<file path="config.mk">
export PLATFORM = sky130hd
export DESIGN_NAME = mmu_tile_loader
export DESIGN_NICKNAME = d
export VERILOG_FILES = /design/src/rtl/mmu_tile_loader.sv
export SDC_FILE = /design/constraint.sdc
export NUM_CORES = 1
export LEC_CHECK = 0
export ABC_CLOCK_PERIOD_IN_PS = 3140
export CORE_AREA = 2 2 306 308
export DETAILED_ROUTE_END_ITERATION = 7
export DIE_AREA = 0 0 308 310
export PLACE_DENSITY = 0.56
export SLEW_MARGIN = 25
export SYNTH_ARGS = -nofsm -noshare
export SYNTH_HDL_FRONTEND = slang
export SYNTH_SLANG_ARGS = --single-unit
</file>
<file path="constraint.sdc">
create_clock -name clk -period 3.14 [get_ports clk]
set_input_delay 0.314 -clock clk [delete_from_list [all_inputs] [get_ports clk]]
set_output_delay 0.314 -clock clk [all_outputs]
set_load 0.01 [all_outputs]
</file>
<file path="src/rtl/mmu_tile_loader.sv">
// rtl/mmu_tile_loader.sv - serial element stream to parallel A/B/C matrices plus MMU enable handshake
// Optional feature macro: MMU_LOADER_SKIP_ACCUM_EN (adds accum_zero to skip the LOAD_C phase)
module mmu_tile_loader #(
  parameter int NUM_ROWS_A = 4,
  parameter int NUM_COLS_A = 4,
  parameter int NUM_COLS_B = 4,
  parameter int DATA_WIDTH = 16
) (
  input  logic                                                  clk,
  input  logic                                                  rst_n,
  input  logic                                                  start,
`ifdef MMU_LOADER_SKIP_ACCUM_EN
  input  logic                                                  accum_zero,
`endif
  output logic                                                  busy,
  input  logic                                                  in_valid,
  output logic                                                  in_ready,
  input  logic [DATA_WIDTH-1:0]                                 in_data,
  output logic [NUM_ROWS_A-1:0][NUM_COLS_A-1:0][DATA_WIDTH-1:0] mat_a,
  output logic [NUM_COLS_A-1:0][NUM_COLS_B-1:0][DATA_WIDTH-1:0] mat_b,
  output logic [NUM_ROWS_A-1:0][NUM_COLS_B-1:0][DATA_WIDTH-1:0] mat_c,
  output logic                                                  mmu_enable,
  input  logic                                                  mmu_data_ready,
  output logic                                                  done
);

  localparam int LEN_A   = NUM_ROWS_A * NUM_COLS_A;
  localparam int LEN_B   = NUM_COLS_A * NUM_COLS_B;
  localparam int LEN_C   = NUM_ROWS_A * NUM_COLS_B;
  localparam int MAX_AB  = (LEN_A > LEN_B) ? LEN_A : LEN_B;
  localparam int MAX_LEN = (MAX_AB > LEN_C) ? MAX_AB : LEN_C;
  localparam int CNT_W   = (MAX_LEN > 1) ? $clog2(MAX_LEN) : 1;

  typedef enum logic [2:0] {IDLE, LOAD_A, LOAD_B, LOAD_C, RUN} state_e;

  state_e                                                state_q, state_d;
  logic [CNT_W-1:0]                                      cnt_q, cnt_d;
  logic                                                  done_q, done_d;
  logic [NUM_ROWS_A-1:0][NUM_COLS_A-1:0][DATA_WIDTH-1:0] mat_a_q;
  logic [NUM_COLS_A-1:0][NUM_COLS_B-1:0][DATA_WIDTH-1:0] mat_b_q;
  logic [NUM_ROWS_A-1:0][NUM_COLS_B-1:0][DATA_WIDTH-1:0] mat_c_q;
  logic                                                  beat;
  logic                                                  last_beat;
  logic [CNT_W-1:0]                                      phase_last;
  logic                                                  skip_c;

`ifdef MMU_LOADER_SKIP_ACCUM_EN
  logic skip_c_q;

  always_ff @(posedge clk or negedge rst_n) begin
    if (!rst_n) begin
      skip_c_q <= 1'b0;
    end else if (state_q == IDLE && start) begin
      skip_c_q <= accum_zero;
    end
  end

  assign skip_c = skip_c_q;
`else
  assign skip_c = 1'b0;
`endif

  always_ff @(posedge clk or negedge rst_n) begin
    if (!rst_n) begin
      state_q <= IDLE;
      cnt_q   <= '0;
      done_q  <= 1'b0;
    end else begin
      state_q <= state_d;
      cnt_q   <= cnt_d;
      done_q  <= done_d;
    end
  end

  always_comb begin
    phase_last = '0;
    case (state_q)
      LOAD_A:  phase_last = CNT_W'(LEN_A - 1);
      LOAD_B:  phase_last = CNT_W'(LEN_B - 1);
      LOAD_C:  phase_last = CNT_W'(LEN_C - 1);
      default: phase_last = '0;
    endcase
  end

  assign beat      = in_valid & in_ready;
  assign last_beat = beat && (cnt_q == phase_last);

  always_comb begin
    state_d = state_q;
    cnt_d   = cnt_q;
    done_d  = 1'b0;
    if (beat) begin
      cnt_d = last_beat ? '0 : cnt_q + 1'b1;
    end
    case (state_q)
      IDLE:    if (start) state_d = LOAD_A;
      LOAD_A:  if (last_beat) state_d = LOAD_B;
      LOAD_B:  if (last_beat) state_d = skip_c ? RUN : LOAD_C;
      LOAD_C:  if (last_beat) state_d = RUN;
      RUN: begin
        if (mmu_data_ready) begin
          state_d = IDLE;
          done_d  = 1'b1;
        end
      end
      default: state_d = IDLE;
    endcase
  end

  always_comb begin
    busy       = (state_q != IDLE);
    in_ready   = (state_q == LOAD_A) || (state_q == LOAD_B) || (state_q == LOAD_C);
    mmu_enable = (state_q == RUN);
  end

  // Beat counter is the row-major element index within the current phase.
  always_ff @(posedge clk or negedge rst_n) begin
    if (!rst_n) begin
      mat_a_q <= '0;
      mat_b_q <= '0;
      mat_c_q <= '0;
    end else begin
      if (beat && state_q == LOAD_A) begin
        for (int r = 0; r < NUM_ROWS_A; r++)
          for (int c = 0; c < NUM_COLS_A; c++)
            if (cnt_q == CNT_W'(r * NUM_COLS_A + c)) mat_a_q[r][c] <= in_data;
      end
      if (beat && state_q == LOAD_B) begin
        for (int r = 0; r < NUM_COLS_A; r++)
          for (int c = 0; c < NUM_COLS_B; c++)
            if (cnt_q == CNT_W'(r * NUM_COLS_B + c)) mat_b_q[r][c] <= in_data;
      end
      if (beat && state_q == LOAD_C) begin
        for (int r = 0; r < NUM_ROWS_A; r++)
          for (int c = 0; c < NUM_COLS_B; c++)
            if (cnt_q == CNT_W'(r * NUM_COLS_B + c)) mat_c_q[r][c] <= in_data;
      end
`ifdef MMU_LOADER_SKIP_ACCUM_EN
      if (state_q == IDLE && start && accum_zero) begin
        mat_c_q <= '0;
      end
`endif
    end
  end

  assign mat_a = mat_a_q;
  assign mat_b = mat_b_q;
  assign mat_c = mat_c_q;
  assign done  = done_q;

endmodule

</file>
; After elaboration in Yosys (flattened, before gate mapping)
; Cells that the tools add are included.
[totals]
reg_bits = 776
latch_bits = 0
ram_bits = 0
romBits = 0
inputBits = 21
output_inout_bits = 772
word_cells = 147
n_memories = 0
[classes]
addsub = 1
mul = 0
n_div = 0
order_cmp = 0
eq_ne = 25
n_shift = 0
n_mux = 10
bitwise = 1
n_reduce_logical = 59
[ops]
columns = op, n
row1 = AND reduction 2 bit, 48
row2 = equality test 4 bit (second input constant), 8
row3 = equality test 4 x 3 -> 1 bit (second input constant), 4
row4 = 2-to-1 mux 3 bit, 5
row5 = case mux 3 bit (5 select lines), 1
row6 = equality test 4 x 2 -> 1 bit (second input constant), 2
row7 = 2-to-1 mux 4 bit, 2
row8 = != test 2 bit (second input constant), 4
row9 = equality test 3 x 2 -> 1 bit (second input constant), 2
row10 = AND reduction 5 bit, 1
row11 = adder 4 x 1 -> 4 bit (second input constant), 1
row12 = equality test 4 x 1 -> 1 bit (second input constant), 1
row13 = equality test 4 bit, 1
row14 = logical AND 1 bit, 4
row15 = zero test 4 bit, 1
row16 = equality test 3 x 1 -> 1 bit (second input constant), 1
row17 = equality test 3 bit (second input constant), 1
row18 = zero test 3 bit, 1
row19 = nonzero test 3 bit, 1
row20 = OR reduction 3 bit, 1
row21 = logical OR 1 bit, 2
row22 = 2-to-1 mux 1 bit, 2
row23 = != test 2 x 1 -> 1 bit (second input constant), 1
row24 = AND 1 bit, 1

; Longest topological paths before layout
[depth]
depth_word = 7
mapped_depth = 7
depth_no_buf = 5

; Worst setup path after synthesis
; No wires, ideal clock.
[synth_path]
path_type = register to register
from = reg cnt_q[0]
to = reg mat_a_q (netlist bit mat_a[70])
setup_time_ps = 125
arrival_ps = 1913
required_time_ps = 3015
setup_slack_ps = 1103
stages_incl_launch_ff = 8
n_path_buf = 2
synth_period_minus_slack_ps = 2037
path_cell_list = dfrtp_1 -> inv_1 -> ha_1 -> buf_4 -> nand3b_1 -> nor2_2 -> buf_4 -> mux2_2
[synth_via]
elab_chain_cells = 2
[synth_lines]
columns = item, line_no
row1 = start: declaration, 37  ; logic [CNT_W-1:0] cnt_q, cnt_d;
row2 = start signal: assignment, 70  ; cnt_q <= cnt_d;
row3 = equality test 4 x 3 -> 1 bit, 126  ; if (cnt_q == CNT_W'(r * NUM_COLS_A + c)) mat_a_q[r][c] <= in_data;
row4 = AND reduction 2 bit (no source line), --
row5 = end signal: indexed assignment, 126
row6 = end: declaration, 39  ; logic [NUM_ROWS_A-1:0][NUM_COLS_A-1:0][DATA_WIDTH-1:0] mat_a_q;
; No other way between the ends.
; A chain may end at the register's enable or synchronous reset.

; Worst setup path in the final report
[layout_path]
from = reg state_q[1]
to = out mmu_enable
[layout_via]
elab_chain_cells = 1
[layout_lines]
columns = item, line_no
row1 = start: declaration, 36  ; state_e state_q, state_d;
row2 = start signal: assignment, 69  ; state_q <= state_d;
row3 = equality test 3 bit, 113  ; mmu_enable = (state_q == RUN);
row4 = end: declaration, 22  ; output logic mmu_enable,
; No other way between the ends.

==> impl_metrics.sql <==
INSERT INTO impl_metrics (metric_group, metric, value, unit) VALUES
('global_routing', 'globalRouteTotalUtil', '21.9', '%'),
('worst_setup_path', 'critPathKind', 'reg2out', ''),
('cells_and_area', 'final_layout_size_suffix_gt1_share', '35.8', '%'),
('power_and_ir_drop', 'powerDensity', '998', 'nW/µm²'),
('logic_synthesis', 'post_synth.cell_area_avg', '16.9', 'µm²'),
('clock_tree', 'cts-root-to-sink-buffers', '3', ''),
('clock_tree', 'cts_buffers', '86', ''),
('floorplanning', 'floorplan.die.width', '308', 'µm'),
('global_routing', 'first_global_vias', '19500', ''),
('hold_path', 'worst_hold_path_type', 'in2reg', ''),
('floorplanning', 'core_area', '92500', 'µm²'),
('power_and_ir_drop', 'power.static_leakage', '19.8', 'nW'),
('detailed_routing', 'routed-via-count', '18500', ''),
('detailed_routing', 'route.detailed.drc', '0', ''),
('detailed_routing', 'drt_first_iter_violations', '931', ''),
('sta', 'period_share', '86.6', '%'),
('sta', 'post-route-min-period', '2.72', 'ns'),
('cells_and_area', 'finish.instance_area', '42400', 'µm²'),
('cells_and_area', 'final_core_utilization', '45.8', '%'),
('status', 'run_status', 'finished clean', ''),
('placement', 'gp_congestion', '0.801', ''),
('power_and_ir_drop', 'clkPwrFrac', '24.9', '%'),
('cells_and_area', 'syn_to_final_growth', '40.2', '%'),
('clock_tree', 'htree_levels', '3', ''),
('worst_setup_path', 'timing.critical_path.from_type', 'flip-flop', ''),
('placement', 'place.detailed.instances', '3703', ''),
('clock_tree', 'cts.clk_slew.worst_paths', '0.06', 'ns'),
('sta', 'slew_violations', '0', ''),
('logic_synthesis', 'seq_area_frac_synth', '64.3', '%'),
('floorplanning', 'die_area', '95500', 'µm²'),
('worst_setup_path', 'cp-end-kind', 'output pin', ''),
('sta', 'rsz0062_at_grt', 'false', ''),
('cells_and_area', 'final_stage_net_count', '2621', ''),
('logic_synthesis', 'synth_nets', '1816', ''),
('sta', 'fmax', '0.368', 'GHz'),
('worst_setup_path', 'cp_data_arrival_time', '2.41', 'ns'),
('placement', 'dpl.hpwl', '72800', 'µm'),
('power_and_ir_drop', 'vdd_ir_drop_max', '0.536', 'mV'),
('clock_tree', 'cts.sink_count', '776', ''),
('floorplanning', 'die_y', '310', 'µm'),
('logic_synthesis', 'ys_types', '45', ''),
('clock_tree', 'cts_tree', 'built', ''),
('floorplanning', 'start_util', '32.7', '%'),
('clock_tree', 'clock_insertion_delay_worst_skew', '0.64', 'ns'),
('worst_setup_path', 'critPathMaxFanout', '12', ''),
('global_routing', 'global_route_wire_length_before_repair', '149000', 'µm'),
('detailed_routing', 'route.detailed.wl_per_inst', '27.6', 'µm'),
('sta', 'fin_skew', '0.0129', 'ns'),
('detailed_routing', 'routed_wirelength', '107000', 'µm'),
('sta', 'maxSlewHeadroom', '34.9', '%'),
('logic_synthesis', 'synthDominantCellAreaShare', '64.3', '%'),
('sta', 'fin_worst_hold_slack', '0.276', 'ns'),
('floorplanning', 'rows', '112', ''),
('clock_tree', 'cts.root.buffer_cell', 'sky130_fd_sc_hd__clkbuf_16', ''),
('global_routing', 'grt_antenna_before_repair', '7', ''),
('floorplanning', 'io-pin-count', '793', ''),
('clock_tree', 'cts_resized', '0', ''),
('worst_setup_path', 'required', '2.83', 'ns'),
('sta', 'worstMarginPinSlew', '0.977', 'ns'),
('sta', 'final-setup-viol-count', '0', ''),
('detailed_routing', 'antenna_left', '0', ''),
('sta', 'finalHoldViolations', '0', ''),
('placement', 'numPortBuffers', '792', ''),
('logic_synthesis', 'synth-seq-cells', '776', ''),
('global_routing', 'grt_overflow_total', '0', ''),
('flow_run', 'max-cap-violations', '0', ''),
('power_and_ir_drop', 'p_switching', '0.0131', 'W'),
('logic_synthesis', 'yosys_warnings', '0', ''),
('sta', 'totalNegativeSetupSlack', '0', 'ns'),
('cells_and_area', 'finish.cell_count_without_fillers', '3869', ''),
('detailed_routing', 'vias_per_cell', '4.78', ''),
('power_and_ir_drop', 'power.combinational.fraction', '37.7', '%'),
('global_routing', 'grt_max_degree', '85', ''),
('power_and_ir_drop', 'int_pwr', '0.0292', 'W'),
('logic_synthesis', 'synth_top_cell_by_area', 'sky130_fd_sc_hd__dfrtp_1', ''),
('power_and_ir_drop', 'swShare', '30.9', '%'),
('logic_synthesis', 'synth_top_area_cells', 'sky130_fd_sc_hd__dfrtp_1 (64%), sky130_fd_sc_hd__mux2_2 (25%), sky130_fd_sc_hd__mux2_1 (3.8%)', ''),
('detailed_routing', 'detail_route.first_pass.iterations', '4', ''),
('power_and_ir_drop', 'power_frac_seq', '37.4', '%'),
('placement', 'cell_area_after_placement', '39400', 'µm²'),
('logic_synthesis', 'netlist_area', '30200', 'µm²'),
('logic_synthesis', 'number_of_instances_in_the_synthesized_netlist', '1791', '');
-- final timing paths --
path	from	to	cells past startpoint	slack [ns]
setup / recovery	state_q[1]$_DFFE_PN0P_	mmu_enable	4	0.42
hold / removal	in_data[11]	mat_a[187]$_DFFE_PN0P_	3	0.28
setup reg to reg	cnt_q[0]$_DFFE_PN0P_	mat_a[66]$_DFFE_PN0P_	6	0.59
hold reg to reg	mat_c[136]$_DFFE_PN0P_	mat_c[136]$_DFFE_PN0P_	1	0.48
max in group asynchronous	rst_n	mat_a[108]$_DFFE_PN0P_	4	1.71
min in group asynchronous	rst_n	mat_a[12]$_DFFE_PN0P_	2	0.34
-- cells in the final DEF, fill, tap and decap left out, types with 3 or more instances in the layout --
cell type / instances
sky130_fd_sc_hd__clkbuf_8: 21
sky130_fd_sc_hd__nor2_4: 12
sky130_fd_sc_hd__clkbuf_1: 20
sky130_fd_sc_hd__buf_2: 10
sky130_fd_sc_hd__mux2_1: 102
sky130_fd_sc_hd__nand2_2: 3
sky130_fd_sc_hd__inv_16: 3
sky130_fd_sc_hd__diode_2: 7
sky130_fd_sc_hd__nor2_2: 4
sky130_fd_sc_hd__o21ai_0: 3
sky130_fd_sc_hd__clkbuf_16: 88
sky130_fd_sc_hd__clkinv_2: 11
sky130_fd_sc_hd__nand3_4: 10
sky130_fd_sc_hd__bufinv_16: 8
sky130_fd_sc_hd__clkinvlp_4: 3
sky130_fd_sc_hd__mux2_2: 665
sky130_fd_sc_hd__ha_1: 4
sky130_fd_sc_hd__nand3_2: 3
sky130_fd_sc_hd__nand3b_1: 3
sky130_fd_sc_hd__buf_4: 59
sky130_fd_sc_hd__nand3b_2: 4
sky130_fd_sc_hd__nor2_8: 21
sky130_fd_sc_hd__clkdlybuf4s50_1: 775
sky130_fd_sc_hd__nor2_1: 3
sky130_fd_sc_hd__dfrtp_1: 776
sky130_fd_sc_hd__buf_12: 14
sky130_fd_sc_hd__inv_1: 3
-- critical path, stage by stage, from the launching register on --
cell and delay [ns]:
sky130_fd_sc_hd__dfrtp_1 0.53, sky130_fd_sc_hd__nor2_1 0.41, sky130_fd_sc_hd__nand2_1 0.14, sky130_fd_sc_hd__inv_1 0.10, sky130_fd_sc_hd__clkdlybuf4s50_1 0.59
-- per-stage QoR --
step | worst slack (ns) | total power, W
after global routing | 0.256 | 0.0442
after global placement | 0.557 | 0.0318
after CTS | 0.378 | 0.0429
after detailed placement | 0.531 | 0.0322
after floorplan | 1.10 | 0.0218
final | 0.420 | 0.0423
-- logic make-up after synthesis --
family,share of synthesized area [%]
AND/OR/NAND/NOR,3.71
flip-flops,64.3
adder cells (fa/ha/maj),0.166
AO/OA/AOI/OAI,0.124
buffers and inverters,3.01
XOR/XNOR,0.0580
multiplexers,28.7
-- cells in the mapped netlist (all sizes together) --
cell     count
dfrtp      776
nor3         2
a311oi       1
or2          1
and4b        1
nand3       14
nor3b        1
ha           4
nor2        40
or3          1
buf         63
o211ai       1
and3         2
mux2       769
and4         1
inv          3
nor2b        2
xor2         1
o22ai        1
nand4bb      2
nand4        1
nand2        5
nand4b       1
nand3b       9
nand2b       2
o21ai        3
xnor2        1
clkbuf      81
and4bb       2
-- sequential cells by signal (all words and copies together), names as in the netlist --
register / flops
cnt_q: 4
done: 1
mat_a: 256
mat_b: 256
mat_c: 256
state_q: 3
-- repair_timing --
action / 4_1_cts / 5_1_grt
hold endpoints to repair: 70 / 0
hold buffers: 2 / 0
buffers inserted: 0 / 0
-- cell type report --
class                   count  area [µm²]
fillers                  8199       50100
flip-flops and latches    776       19400
multi-input cells         868        9890
repair buffers            861        8570
clock buffers             129        2570
well taps                1197        1500
clock inverters            28         412
diodes                      7        17.5
inverters                   3        11.3
-- layer usage --
layer / GRT usage, % / wire length [µm] / share of wire [%]
met1: 25.0 / 39600 / 37
met2: 39.4 / 56000 / 52
met3: 4.35 / 6010 / 5.6
met4: 10.3 / 5020 / 4.7
met5: 0 / 23 / 0.022
-- power groups by stage --
| stage | registers [W] | logic [W] | clock network, W |
|---|---|---|---|
| after floorplan | 0.0174 | 0.00438 | 0 |
| after global placement | 0.0158 | 0.0160 | 0 |
| after detailed placement | 0.0160 | 0.0162 | 0 |
| after CTS | 0.0158 | 0.0162 | 0.0108 |
| after global routing | 0.0163 | 0.0167 | 0.0112 |
| final | 0.0158 | 0.0159 | 0.0105 |
(Power assumes the default switching activity.)
